--- src/rtl/regfile_wb_pkg.sv ---
// Shared defaults and arbiter state encoding for the register-file writeback scheduler.
package regfile_wb_pkg;

    localparam int NUM_REGS = 32;
    localparam int ADDR_W   = 5;
    localparam int DATA_W   = 32;

    typedef enum logic {
        ARB_LAST_A = 1'b0,
        ARB_LAST_B = 1'b1
    } arb_state_t;

endpackage

--- src/rtl/wb_scoreboard.sv ---
// Busy-bit scoreboard for registers awaiting a long-latency writeback.
// Priority per edge: flush, then B-clear, then sb_set (set always wins).
module wb_scoreboard #(
    parameter int NUM_REGS = 32,
    parameter int ADDR_W   = 5
) (
    input  logic              clk,
    input  logic              reset,
    input  logic              sb_set,
    input  logic [ADDR_W-1:0] sb_addr,
    input  logic              clr,
    input  logic [ADDR_W-1:0] clr_addr,
    input  logic              flush,
    input  logic [ADDR_W-1:0] chk_raddr1,
    input  logic [ADDR_W-1:0] chk_raddr2,
    output logic              busy1,
    output logic              busy2,
    output logic              sb_err
);

    logic [NUM_REGS-1:0] busy;
    logic [NUM_REGS-1:0] busy_nxt;
    logic                set_live;
    logic                dup_set;

    assign set_live = sb_set && (sb_addr != '0);

    // A re-set is only an error if nothing frees the bit in the same cycle.
    assign dup_set = set_live && busy[sb_addr] && !flush
                     && !(clr && (clr_addr == sb_addr));

    always_comb begin
        busy_nxt = busy;
        if (flush) begin
            busy_nxt = '0;
        end else if (clr) begin
            busy_nxt[clr_addr] = 1'b0;
        end
        if (set_live) begin
            busy_nxt[sb_addr] = 1'b1;
        end
        busy_nxt[0] = 1'b0;
    end

    always_ff @(posedge clk) begin
        if (reset) begin
            busy   <= '0;
            sb_err <= 1'b0;
        end else begin
            busy <= busy_nxt;
            if (dup_set) begin
                sb_err <= 1'b1;
            end
        end
    end

    assign busy1 = (chk_raddr1 != '0) && busy[chk_raddr1];
    assign busy2 = (chk_raddr2 != '0) && busy[chk_raddr2];

endmodule

--- src/rtl/regfile_wb_scheduler.sv ---
// Round-robin share of the register-file write port between ALU (A) and long-latency (B) results.
// Optional macro REGFILE_WB_BYPASS_EN adds forwarding of the in-flight write to decode.
//
// state       | meaning
// ARB_LAST_A  | A won the last grant; B wins the next tie
// ARB_LAST_B  | B won the last grant (reset); A wins the next tie
module regfile_wb_scheduler #(
    parameter int NUM_REGS = regfile_wb_pkg::NUM_REGS,
    parameter int ADDR_W   = regfile_wb_pkg::ADDR_W,
    parameter int DATA_W   = regfile_wb_pkg::DATA_W
) (
    input  logic              clk,
    input  logic              reset,
    input  logic              a_valid,
    input  logic [ADDR_W-1:0] a_addr,
    input  logic [DATA_W-1:0] a_data,
    output logic              a_ready,
    input  logic              b_valid,
    input  logic [ADDR_W-1:0] b_addr,
    input  logic [DATA_W-1:0] b_data,
    output logic              b_ready,
    input  logic              sb_set,
    input  logic [ADDR_W-1:0] sb_addr,
    input  logic              flush,
    input  logic [ADDR_W-1:0] chk_raddr1,
    input  logic [ADDR_W-1:0] chk_raddr2,
    output logic              busy1,
    output logic              busy2,
    output logic              sb_err,
    output logic              reg_wr,
    output logic [ADDR_W-1:0] waddr,
    output logic [DATA_W-1:0] wdata
`ifdef REGFILE_WB_BYPASS_EN
    ,
    output logic              byp_hit1,
    output logic              byp_hit2,
    output logic [DATA_W-1:0] byp_data
`endif
);

    import regfile_wb_pkg::*;

    arb_state_t state;
    arb_state_t state_nxt;
    logic       grant_a;
    logic       grant_b;

    always_ff @(posedge clk) begin
        if (reset) begin
            state <= ARB_LAST_B;
        end else begin
            state <= state_nxt;
        end
    end

    always_comb begin
        state_nxt = state;
        grant_a   = 1'b0;
        grant_b   = 1'b0;
        if (a_valid && b_valid) begin
            if (state == ARB_LAST_A) begin
                grant_b   = 1'b1;
                state_nxt = ARB_LAST_B;
            end else begin
                grant_a   = 1'b1;
                state_nxt = ARB_LAST_A;
            end
        end else if (a_valid) begin
            grant_a   = 1'b1;
            state_nxt = ARB_LAST_A;
        end else if (b_valid) begin
            grant_b   = 1'b1;
            state_nxt = ARB_LAST_B;
        end
    end

    assign a_ready = grant_a;
    assign b_ready = grant_b;

    // Writes to x0 are accepted but dropped, leaving waddr/wdata as they were.
    always_ff @(posedge clk) begin
        if (reset) begin
            reg_wr <= 1'b0;
            waddr  <= '0;
            wdata  <= '0;
        end else if (grant_a && (a_addr != '0)) begin
            reg_wr <= 1'b1;
            waddr  <= a_addr;
            wdata  <= a_data;
        end else if (grant_b && (b_addr != '0)) begin
            reg_wr <= 1'b1;
            waddr  <= b_addr;
            wdata  <= b_data;
        end else begin
            reg_wr <= 1'b0;
        end
    end

    wb_scoreboard #(
        .NUM_REGS (NUM_REGS),
        .ADDR_W   (ADDR_W)
    ) u_scoreboard (
        .clk        (clk),
        .reset      (reset),
        .sb_set     (sb_set),
        .sb_addr    (sb_addr),
        .clr        (grant_b),
        .clr_addr   (b_addr),
        .flush      (flush),
        .chk_raddr1 (chk_raddr1),
        .chk_raddr2 (chk_raddr2),
        .busy1      (busy1),
        .busy2      (busy2),
        .sb_err     (sb_err)
    );

`ifdef REGFILE_WB_BYPASS_EN
    assign byp_hit1 = reg_wr && (waddr != '0) && (waddr == chk_raddr1);
    assign byp_hit2 = reg_wr && (waddr != '0) && (waddr == chk_raddr2);
    assign byp_data = wdata;
`endif

endmodule

--- config.mk ---
export PLATFORM = sky130hd
export DESIGN_NAME = regfile_wb_scheduler
export DESIGN_NICKNAME = d
export VERILOG_FILES = /design/src/rtl/regfile_wb_pkg.sv /design/src/rtl/wb_scoreboard.sv /design/src/rtl/regfile_wb_scheduler.sv
export SDC_FILE = /design/constraint.sdc
export NUM_CORES = 1
export LEC_CHECK = 0
export CAP_MARGIN = 25
export CORE_UTILIZATION = 40
export DETAILED_ROUTE_END_ITERATION = 7
export PLACE_DENSITY = 0.66
export SETUP_SLACK_MARGIN = 0.4
export SLEW_MARGIN = 25
export SYNTH_ARGS = -nofsm -noshare
export SYNTH_HDL_FRONTEND = slang
export SYNTH_SLANG_ARGS = --single-unit
--- constraint.sdc ---
create_clock -name clk -period 1.9 [get_ports clk]
set_input_delay 0.19 -clock clk [delete_from_list [all_inputs] [get_ports clk]]
set_output_delay 0.19 -clock clk [all_outputs]
set_load 0.01 [all_outputs]
==> results.cfg <==
[synthesis]
synth.distinct_cells = 45
async_reset_ff_share_pct = 0
synth_top_cell_area_share_pct = 32.41
ys.flop_type = dfxtp_1
ys_ff_latch = 71
netlist.top_cell.by_area = dfxtp_1
syn_area_per_cell_um2 = 9.005
synthesis.nets = 582
synth_warnings = 0
synthTopCellsByArea = dfxtp_1 (32%), mux2i_1 (11%), a211oi_2 (8.6%)
synth_edf_count = 0
netlist_area_um2 = 4385
netlist_instances = 487
ys_seq_area_share_pct = 32.41

[sta]
whs_ns = 0.09189
worst_slew_pin_slew_ns = 0.6818
rsz0062_at_grt = yes
worst_slack_ns = -0.3302
maxSlewHeadroom_pct = 54.54
fin_skew_ns = 0.007934
timing.fmax_ghz = 0.4484
fin_setup_tns_ns = -0.6327
period_share_pct = 117.4
drv_slew = 0
fin_crit_ns = 2.230
setup_viol = 2
hold_viol = 0

[critical_path]
cp_data_required_time_ns = 1.71
r2r_slack_ns = 0.31
cp_num_buf_inv = 1
start_kind = register
slowest_stage = mux4_2
arrival_ns = 2.04
timing.critical_path.to_type = primary output
r2r-end = u_scoreboard.sb_err
cpPeakStageDelay_ns = 0.47
reg2reg_depth = 6
worstReg2RegStart = u_scoreboard.busy[19]
crit_fanout = 3
cpLargestDelayFamily = multiplexers
crit_chain = mux4_2, mux2i_1, nor3b_1, or4_4, buf_6
path_class = reg -> out

[clock_network]
path_clk_slew_ns = 0.08
cts_num_sinks = 71
cts_tree = built
cts.htree.levels = 3
root_buffer = clkbuf_8
clock_latency_ns = 0.36
clk_path_buf_depth = 2
cts_made_buffers = 9

[finish]
fin_util_pct = 71.67
drive_gt1_share_pct = 35.17
antennaDiodeCount = 0
syn_to_final_growth_pct = 70.98
final_nets = 798

[detailed_routing]
drt.antenna.violating_nets = 0
vias = 4784
wl_mm = 17.12
dr.pass1.iters = 7
avgViaCountPerCell = 5.668
drt_first_iter_violations = 328
remaining_drc_errors = 0
wire_per_inst_um = 20.29

[power_and_ir_drop]
combPwrFrac_pct = 32.1
netSwitchingFraction_pct = 29.34
p_switching_mw = 1.313
max-vdd-ir-drop_uv = 446.6
p_seq_share_pct = 36.6
power.internal_mw = 3.161
power_frac_clock_pct = 31.3
finalPower_mw = 4.474
power_leakage_nw = 3.109
power_density_nw_per_um2 = 596.6

[placement]
gp_congestion = 0.9498
dp_hpwl_mm = 10.95
numPortBuffers = 137
pre_cts_ws_ns = -0.8454

[global_route]
antenna_found_initial = 0
grt_overflow = 0
grt.total_usage_pct = 29.33
grt_max_degree = 34
grt_pass1_vias = 4809
grt_pass1_wl_mm = 25.47

[floorplanning]
die_x_um = 106.7
core_area_um2 = 10460
dieArea_um2 = 11390
rows = 37
start_util_pct = 41.92
die_h_um = 106.7
ios = 138

[flow_run]
cap_violations = 0

[min_path]
hold_path.class = in -> reg
min-delay-start = a_addr[2]
whs_endpoint = waddr[2]
hold_depth = 3

[status]
status = complete, but fails checks
violations = negative setup slack
==> Yosys cell counts, drive strengths merged (2+ instances only) <==
master   count
dfxtp       71
mux2i       49
nor2        42
nor2b       40
a21oi       38
a211oi      33
nand2       32
o21ai       32
clkbuf      22
buf         21
nand3       16
mux2         9
mux4         9
nor3         8
nand3b       7
nand2b       6
a2111oi      5
or4          5
a221oi       4
and2         4
nor3b        4
a222oi       3
and3         3
xor2         3
nor4b        2
o221ai       2
o22ai        2
or3b         2
xnor2        2
==> stage by stage <==
| step | cells | instance area [um^2] |
|---|---|---|
| floorplan | 487 | 4518 |
| global placement | 802 | 6467 |
| detailed placement | 802 | 6467 |
| CTS | 842 | 7312 |
| global route | 844 | 7498 |
| finish | 844 | 7498 |
==> power groups by stage <==
stage / Sequential, mW / Clock [mW] / Combinational [mW]
3_3_place_gp: 1.66 / 0 / 1.10
2_1_floorplan: 1.70 / 0 / 0.527
4_1_cts: 1.64 / 1.41 / 1.37
5_1_grt: 1.65 / 1.48 / 1.51
3_5_place_dp: 1.67 / 0 / 1.12
6_report: 1.64 / 1.40 / 1.44
==> state kept, by name (all words and copies together), names as in the netlist <==
register	count
reg_wr	1
state	1
u_scoreboard.busy	31
u_scoreboard.sb_err	1
waddr	5
wdata	32
==> final cells by class <==
cell class / instances / area (um^2)
Inverter: 1 / 3.754
Fill cell: 780 / 2964
Clock buffer: 11 / 141.4
Tap cell: 136 / 170.2
Multi-Input combinational cell: 373 / 3109
Clock inverter: 5 / 81.33
Timing Repair Buffer: 247 / 2556
Sequential cell: 71 / 1436
==> cell usage in the layout (no fill, tap or decap), types with 3 or more instances in the layout <==
master	count
a21oi_1	37
buf_12	9
a222oi_1	3
clkbuf_8	10
xor2_1	3
clkdlybuf4s50_1	97
or4_4	3
mux2i_4	14
buf_2	4
and3_1	3
nand3_1	16
dlygate4sd2_1	14
nor2_1	30
nor3b_1	4
dlymetal6s2s_1	17
mux4_2	9
a2111oi_0	3
nor2b_1	38
nor2_4	5
mux2i_2	10
nor3_1	8
buf_4	78
a211oi_2	32
o21ai_0	26
nand2_1	30
dfxtp_1	61
o21ai_1	6
nand2b_1	5
nand3b_1	7
dfxtp_2	9
buf_6	17
and2_1	3
mux2i_1	25
nor2_2	7
mux2_2	7
buf_16	9
==> kinds of logic (layout without fill, tap and decap cells) <==
kind of cell / Yosys count / in the layout / synth area share, %
compound gates: 125 / 125 / 21.57
buf+inv: 44 / 264 / 5.763
simple gates: 175 / 176 / 21.14
flops: 71 / 71 / 32.41
mux: 67 / 67 / 18.12
xor+xnor: 5 / 5 / 0.9988
==> repair_timing <==
item / CTS / global route
hold endpoints to repair: 0 / 0
gates cloned: 11 / 0
pin swaps: 24 / 17
setup endpoints to repair: 54 / 72
hold buffers: 0 / 0
gates resized for setup: 110 / 54
buffers inserted: 13 / 2
==> metal layers <==
metal | vias up | global-route usage [%] | routed length (um)
li1 | 2220 | - | -
met1 | 2266 | 35.67 | 6533
met2 | 241 | 48.29 | 8549
met3 | 57 | 7.599 | 1423
met4 | 0 | 13.70 | 617
met5 | - | 0 | 0
==> how the worst max path moves through the flow <==
stage / slack [ns] / depth (start not counted) / to / start
6_report: -0.33 / 5 / busy1 / u_scoreboard.busy[12]
5_1_grt: -0.40 / 5 / busy1 / u_scoreboard.busy[15]
4_1_cts: -0.32 / 5 / busy1 / u_scoreboard.busy[15]
3_5_place_dp: -0.85 / 7 / busy1 / chk_raddr1[0]
3_3_place_gp: -0.81 / 7 / busy1 / chk_raddr1[0]
2_1_floorplan: 0.23 / 6 / busy1 / chk_raddr1[0]
==> worst reg2reg max path, stage by stage (launching register included) <==
cell and delay, ns:
dfxtp_2 0.35, buf_6 0.11, mux4_2 0.49, nor2b_1 0.13, nor4_1 0.06, a41oi_1 0.22
a211oi_2 0.11
Note: power is estimated with default switching activity, not from simulation.
